==> src/rtl/move_button_conditioner.sv <==
// move_button_conditioner
//   Conditions four raw, active-low, bouncing push-buttons into clean
//   single-cycle move requests for the sprite movement stage. Each button
//   goes through a 2-flop synchroniser, a debounce counter, press-edge
//   detection and hold-to-repeat. Opposing directions that request a move
//   in the same cycle cancel each other.
//
// Ports
//   clk         system clock
//   rst         asynchronous, active-low reset
//   btn_n[3:0]  raw buttons, 0 = pressed (bit0 up, bit1 down, bit2 left, bit3 right)
//   move_up     one-cycle move request
//   move_down   one-cycle move request
//   move_left   one-cycle move request
//   move_right  one-cycle move request
//   pressed     debounced level per button, 1 = pressed, same bit order as btn_n
module move_button_conditioner #(
  parameter int unsigned DEBOUNCE_CYCLES = 1000000,
  parameter int unsigned REPEAT_DELAY    = 25000000,
  parameter int unsigned REPEAT_PERIOD   = 10000000,
  parameter int unsigned CNT_W           = 26
) (
  input  logic       clk,
  input  logic       rst,
  input  logic [3:0] btn_n,
  output logic       move_up,
  output logic       move_down,
  output logic       move_left,
  output logic       move_right,
  output logic [3:0] pressed
);

  localparam logic [CNT_W-1:0] DEB_LAST = CNT_W'(DEBOUNCE_CYCLES - 1);
  localparam logic [CNT_W-1:0] DELAY_C  = CNT_W'(REPEAT_DELAY);
  localparam logic [CNT_W-1:0] PERIOD_C = CNT_W'(REPEAT_PERIOD);
  localparam bit               REP_EN   = (REPEAT_DELAY != 0);

  // Hold-to-repeat phase: waiting out the initial delay, then periodic.
  typedef enum logic {
    REP_DELAY,
    REP_PERIODIC
  } rep_e;

  logic [3:0]       s1_q, s1_d;
  logic [3:0]       s2_q, s2_d;
  logic [3:0]       stable_q, stable_d;
  logic [3:0]       press_evt_q, press_evt_d;
  logic [3:0]       move_q, move_d;
  logic [CNT_W-1:0] deb_cnt_q [4];
  logic [CNT_W-1:0] deb_cnt_d [4];
  logic [CNT_W-1:0] hold_cnt_q [4];
  logic [CNT_W-1:0] hold_cnt_d [4];
  rep_e             rep_q [4];
  rep_e             rep_d [4];

  logic [3:0] sync_pressed;
  logic [3:0] accept;
  logic [3:0] fire;
  logic [3:0] raw;

  assign sync_pressed = ~s2_q;

  always_comb begin
    s1_d        = btn_n;
    s2_d        = s1_q;
    stable_d    = stable_q;
    press_evt_d = '0;
    accept      = '0;
    fire        = '0;
    raw         = '0;
    for (int unsigned i = 0; i < 4; i++) begin
      deb_cnt_d[i]  = deb_cnt_q[i];
      hold_cnt_d[i] = hold_cnt_q[i];
      rep_d[i]      = rep_q[i];

      // Debounce: a differing synchronised level must persist for
      // DEBOUNCE_CYCLES consecutive cycles; any bounce back restarts.
      if (sync_pressed[i] == stable_q[i]) begin
        deb_cnt_d[i] = '0;
      end else if (deb_cnt_q[i] == DEB_LAST) begin
        accept[i]    = 1'b1;
        stable_d[i]  = sync_pressed[i];
        deb_cnt_d[i] = '0;
      end else begin
        deb_cnt_d[i] = deb_cnt_q[i] + 1'b1;
      end

      fire[i] = stable_q[i] && REP_EN &&
                (((rep_q[i] == REP_DELAY)    && (hold_cnt_q[i] == DELAY_C)) ||
                 ((rep_q[i] == REP_PERIODIC) && (hold_cnt_q[i] == PERIOD_C)));

      // The press event is captured one cycle after acceptance so the
      // initial pulse lands one edge after pressed rises.
      raw[i] = press_evt_q[i] | fire[i];

      // hold_cnt restarts at 1 on each repeat so it never exceeds
      // max(REPEAT_DELAY, REPEAT_PERIOD) and cannot wrap.
      if (accept[i]) begin
        press_evt_d[i] = sync_pressed[i];
        hold_cnt_d[i]  = '0;
        rep_d[i]       = REP_DELAY;
      end else if (stable_q[i] && REP_EN) begin
        if (fire[i]) begin
          hold_cnt_d[i] = CNT_W'(1);
          rep_d[i]      = REP_PERIODIC;
        end else begin
          hold_cnt_d[i] = hold_cnt_q[i] + 1'b1;
        end
      end
    end

    move_d = raw;
    if (raw[0] && raw[1]) begin
      move_d[1:0] = 2'b00;
    end
    if (raw[2] && raw[3]) begin
      move_d[3:2] = 2'b00;
    end
  end

  always_ff @(posedge clk or negedge rst) begin
    if (!rst) begin
      s1_q        <= '1;
      s2_q        <= '1;
      stable_q    <= '0;
      press_evt_q <= '0;
      move_q      <= '0;
      for (int unsigned i = 0; i < 4; i++) begin
        deb_cnt_q[i]  <= '0;
        hold_cnt_q[i] <= '0;
        rep_q[i]      <= REP_DELAY;
      end
    end else begin
      s1_q        <= s1_d;
      s2_q        <= s2_d;
      stable_q    <= stable_d;
      press_evt_q <= press_evt_d;
      move_q      <= move_d;
      for (int unsigned i = 0; i < 4; i++) begin
        deb_cnt_q[i]  <= deb_cnt_d[i];
        hold_cnt_q[i] <= hold_cnt_d[i];
        rep_q[i]      <= rep_d[i];
      end
    end
  end

  assign move_up    = move_q[0];
  assign move_down  = move_q[1];
  assign move_left  = move_q[2];
  assign move_right = move_q[3];
  assign pressed    = stable_q;

endmodule

==> config.mk <==
export PLATFORM = sky130hd
export DESIGN_NAME = move_button_conditioner
export DESIGN_NICKNAME = d
export VERILOG_FILES = /design/src/rtl/move_button_conditioner.sv
export SDC_FILE = /design/constraint.sdc
export NUM_CORES = 1
export LEC_CHECK = 0
export ABC_AREA = 0
export CELL_PAD_IN_SITES_DETAIL_PLACEMENT = 0
export CELL_PAD_IN_SITES_GLOBAL_PLACEMENT = 1
export CORE_UTILIZATION = 36
export DETAILED_ROUTE_END_ITERATION = 8
export GPL_TIMING_DRIVEN = 0
export PLACE_DENSITY = 0.66
export SYNTH_ARGS = -nofsm -noshare
export SYNTH_HDL_FRONTEND = slang
export SYNTH_SLANG_ARGS = --single-unit
export TNS_END_PERCENT = 100
==> constraint.sdc <==
create_clock -name clk -period 2.7 [get_ports clk]
set_input_delay 0.54 -clock clk [delete_from_list [all_inputs] [get_ports clk]]
set_output_delay 0.54 -clock clk [all_outputs]
set_load 0.05 [all_outputs]
# [After elaboration in Yosys (flattened, before gate mapping)]
# Index checks and enable logic that the tools add are counted.
# W data, S select, Z words.
[classes] n_eq_ne=16 reduce_logical=34 bitwise_logic=13 n_addsub=8 n_mux=46
[ops] cell="$mux W26" count=20
[ops] cell="$add A26 B1 Y26 const B" count=8
[ops] cell="$eq A26 B20 Y1 const B" count=4
[ops] cell="$eq A26 B24 Y1 const B" count=4
[ops] cell="$eq A26 B25 Y1 const B" count=4
[ops] cell="$mux W1" count=24
[ops] cell="$reduce_and A2 Y1" count=8
[ops] cell="$reduce_bool A2 Y1" count=8
[ops] cell="$logic_and A1 B1 Y1" count=14
[ops] cell="$not A1 Y1" count=8
[ops] cell="$eq A1 B1 Y1" count=4
[ops] cell="$logic_or A1 B1 Y1" count=4
[ops] cell="$mux W2" count=2
[ops] cell="$not A4 Y4" count=1
[ops] cell="$or A1 B1 Y1" count=4
[totals] in_bits=6 regBits=232 output_inout_bits=8 word_cells=137

# [Longest topological paths before layout]
[depth] ltp_word=7 mapped_depth=9 depth_no_buf=8

# [Worst setup path after synthesis]
# Ideal clock, no wire load.
[synth_timing] path_type="reg-to-reg" startpoint="register hold_cnt_q[34] in the netlist's numbering" endpoint="register hold_cnt_q[40] in the netlist's numbering" setup_ps=119 synth_period_minus_slack_ps=2254 path_stages_with_launch=8 arrival_time_ps=2134 n_path_buf=1 path_slack_ps=446 path_cell_list="dfrtp_1 -> or4_1 -> or4_4 -> nor4_1 -> a32oi_1 -> nand3_2 -> buf_6 -> nor2_1"
[synth_via] elab_chain_len=7 elab_cells_between_ends=10 cone_classes="1 x add/sub; 2 x eq/ne; 3 x mux; 4 x reduce/logical"
[synth_rtl] item="from (decl)" line_no="51" rtl="logic [CNT_W-1:0] hold_cnt_q [4];"
[synth_rtl] item="from (signal, indexed assignment)" line_no="141" rtl="hold_cnt_q[i] <= hold_cnt_d[i];"
[synth_rtl] item="parallel branches: the longest is 4 deep, another holds $add A26 B1 Y26"
[synth_rtl] item="$mux W26 (*)" line_no="103" rtl="if (fire[i]) begin"
[synth_rtl] item="$mux W26 (*)" line_no="102" rtl="end else if (stable_q[i] && REP_EN) begin"
[synth_rtl] item="$mux W26 (*)" line_no="98" rtl="if (accept[i]) begin"
# Every way passes the cells marked *. The select of a mux whose other input is x is not followed.
# A chain may end at the register's enable or synchronous reset.

# [Worst setup path after layout]
[layout_timing] startpoint="register hold_cnt_q[34] in the netlist's numbering" endpoint="register hold_cnt_q[37] in the netlist's numbering"
# Same word-level chain as after synthesis.

==> results.sh <==
export IMPL_path_buf_inv=1
export IMPL_timing_final_ws_setup_ns=0.116
export IMPL_wire_per_inst_um=15.4
export IMPL_final_hold_viol_count=0
export IMPL_htreeDepth=1
export IMPL_sw_frac_of_total_pct=21.9
export IMPL_num_fill_cells=3198
export IMPL_track_usage_pct=16.8
export IMPL_drtAntennaViolNets=0
export IMPL_worstHoldStart="s1_q[1]$_DFF_PN1_"
export IMPL_rows=66
export IMPL_cts_tree="built"
export IMPL_min_path_type="reg2reg"
export IMPL_vias_per_cell=5.24
export IMPL_grt_pass1_wl_um=47200
export IMPL_maxSlewHeadroom_pct=36.2
export IMPL_gp_congestion=0.853
export IMPL_synth_top_cells_by_count="dfrtp_1, nor2_1, nand2_1"
export IMPL_dp_cells=1740
export IMPL_finalNonFillerCells=1796
export IMPL_pwr_share_comb_pct=2.0
export IMPL_synth_yosys_warnings=0
export IMPL_p_int_mw=5.87
export IMPL_synth_fp_nets=1301
export IMPL_cp_top_family="simple AND/OR/NAND/NOR gates"
export IMPL_critPathKind="reg2reg"
export IMPL_cap_violations=0
export IMPL_grt_antenna_before_repair=0
export IMPL_yosysUniqueCellTypes=62
export IMPL_drt_wl_total_um=27600
export IMPL_irDropWorstVdd_uv=439
export IMPL_setup_viol=0
export IMPL_p_total_mw=7.52
export IMPL_synthArstFlopShare_pct=100
export IMPL_synth_seq_area_share_pct=48.6
export IMPL_place_ws_ns=-0.217
export IMPL_ys_ff_latch=232
export IMPL_critPathRequiredTime_ns=3.13
export IMPL_finalCriticalPeriod_ns=2.58
export IMPL_dpl_instance_area_um2=12700
export IMPL_yosys_area_top_type="dfrtp_1"
export IMPL_post_synth_cell_area_avg_um2=9.32
export IMPL_cp_cell_sequence="or4_1, or4_4, nor4_4, a32oi_1, nand3_2, buf_6, nor2_1"
export IMPL_crit_arrival_ns=3.02
export IMPL_outcome="completed"
export IMPL_r2r_start="hold_cnt_q[34]$_DFFE_PN0P_"
export IMPL_cp_slowest_cell="or4_4"
export IMPL_synth_edf_count=0
export IMPL_max_freq_mhz=387
export IMPL_die_w_um=184
export IMPL_routed_via_count=9418
export IMPL_synth_area_leaders="dfrtp_1, nor2_1, xor2_1, xnor2_1, nand4_1"
export IMPL_final_util_pct=42.4
export IMPL_drt_initial_drc_count=523
export IMPL_initial_utilization_pct=36.7
export IMPL_leakage_nw=5.66
export IMPL_clockRootBuffer="clkbuf_16"
export IMPL_p_seq_share_pct=46.9
export IMPL_hpwl_um=18300
export IMPL_worst_hold_slack_ns=0.358
export IMPL_syn_to_final_growth_pct=15.6
export IMPL_p_per_area_nw_per_um2=544
export IMPL_syn_area_um2=12000
export IMPL_power_switching_mw=1.65
export IMPL_finalMaxSlewViolations=0
export IMPL_clkSinkCount=232
export IMPL_dr_pass1_iters=5
export IMPL_tightest_slew_ns=0.950
export IMPL_crit_fanout=10
export IMPL_final_period_utilization_pct=95.7
export IMPL_cts_buffers=28
export IMPL_yosysTopAreaCellShare_pct=46.9
export IMPL_synth_cells=1283
export IMPL_dieHeight_um=184
export IMPL_grt_start_max_net_pins=115
export IMPL_critPathLaunchType="flip-flop"
export IMPL_synth_ff_type="dfrtp_1"
export IMPL_final_setup_tns_ns=0
export IMPL_yosys_cell_count_top_type="dfrtp_1"
export IMPL_clkPwrFrac_pct=51.1
export IMPL_cp_end_kind="flip-flop"
export IMPL_clock_path_buffers=3
export IMPL_drc=0
export IMPL_fin_worst_skew_ns=0.0137
export IMPL_overflow=0
export IMPL_boundaryPins=14
export IMPL_path_clk_slew_ns=0.06
export IMPL_portBuffers=13
export IMPL_grt_pass1_vias=9102
export IMPL_critical_path_max_stage_delay_ns=0.57
export IMPL_antenna_cells=0
export IMPL_core_area_um2=32600
export IMPL_finalInstanceArea_um2=13800
export IMPL_critPathLaunch="hold_cnt_q[34]$_DFFE_PN0P_"
export IMPL_clk_latency_ns=0.55
export IMPL_drive_above_1_share_pct=7.83
export IMPL_dieArea_um2=33900
export IMPL_layout_nets=1351
[repair_timing]
action                                  CTS  global route
pin swaps                                 3             1
endpoints found under the hold margin     5             0
hold buffers                              1             0
buffers inserted                          3             1
endpoints found under the setup margin   44           156
resized for setup                         5            31
[per-layer routing]
metal | vias to the layer above | share of wire (%) | routed length (um) | global-route usage (%)
met2 | 137 | 44 | 12300 | 26.0
met5 | - | 0 | 0 | 0
met4 | 0 | 1.7 | 475 | 3.97
met1 | 4584 | 51 | 14000 | 24.6
li1 | 4657 | - | - | -
met3 | 40 | 3.3 | 924 | 2.43
[cell type report]
class                      instances  area, um^2  share of cell area (%)
buffer                            44         200                    1.45
clock buffer                      36         781                    5.65
clock inverter                    15         175                    1.27
inverter                          28         105                   0.760
multi-input combinational        979        5970                    43.2
sequential                       232        5820                    42.1
tap                              442         553                    4.00
timing repair buffer              20         230                    1.67
[final timing paths]
path / endpoint / cells after the start / slack, ns
min in group asynchronous: hold_cnt_q[17]$_DFFE_PN0P_ / 2 / 0.39
hold reg to reg: s2_q[1]$_DFF_PN1_ / 0 / 0.36
setup reg to reg: hold_cnt_q[37]$_DFFE_PN0P_ / 7 / 0.12
hold / removal: s2_q[1]$_DFF_PN1_ / 0 / 0.36
setup / recovery: hold_cnt_q[37]$_DFFE_PN0P_ / 7 / 0.12
max in group asynchronous: deb_cnt_q[59]$_DFF_PN0_ / 3 / 1.51
[worst reg2reg max path: stages, from the launching register on]
cell and delay [ns]:
dfrtp_1 0.42, or4_1 0.54, or4_4 0.57, nor4_4 0.35, a32oi_1 0.15, nand3_2 0.20
buf_6 0.18, nor2_1 0.06
[power by group through the flow]
stage | logic [mW] | clock network [mW] | registers [mW]
global placement | 0.148 | 0 | 3.59
floorplan | 0.0488 | 0 | 3.58
global route | 0.180 | 4.12 | 3.53
detailed placement | 0.159 | 0 | 3.59
finish | 0.152 | 3.84 | 3.53
CTS | 0.160 | 3.97 | 3.52
[state kept, by name (all words and copies together) (netlist names)]
signal	count
deb_cnt_q	104
hold_cnt_q	104
move_q	4
press_evt_q	4
pressed	4
rep_q	4
s1_q	4
s2_q	4
[layout by cell type (no fill, tap or decap), drive strengths merged, types with 3 or more instances in the layout]
cell type	instances
or2	3
buf	14
or4	5
nor3	43
or3	20
dfrtp	224
a41oi	5
nand2	101
and4	14
clkdlybuf4s50	12
nor4bb	7
and3	39
and2	9
nand2b	3
nor2	216
clkinvlp	4
dfstp	8
bufinv	3
nand4	70
nor4b	20
clkinv	8
a21oi	36
xor2	78
a21o	4
inv	28
o22ai	3
nor2b	8
nand3	83
ha	12
a31oi	24
nor4	38
nor3b	6
clkbuf	73
nand3b	5
o21ai	22
xnor2	77
a211oi	3
[kinds of logic after synthesis]
logic type                 share of synthesized area (%)
muxes                                              0.178
DFF                                                 48.6
and+or+nand+nor                                     30.1
buffers and inverters                               2.44
xor gates and xnor gates                            11.4
AOI/OAI and AO/OA                                   6.00
adders and majority gates                           1.26
No activity file was read; power rests on OpenSTA's default activity.
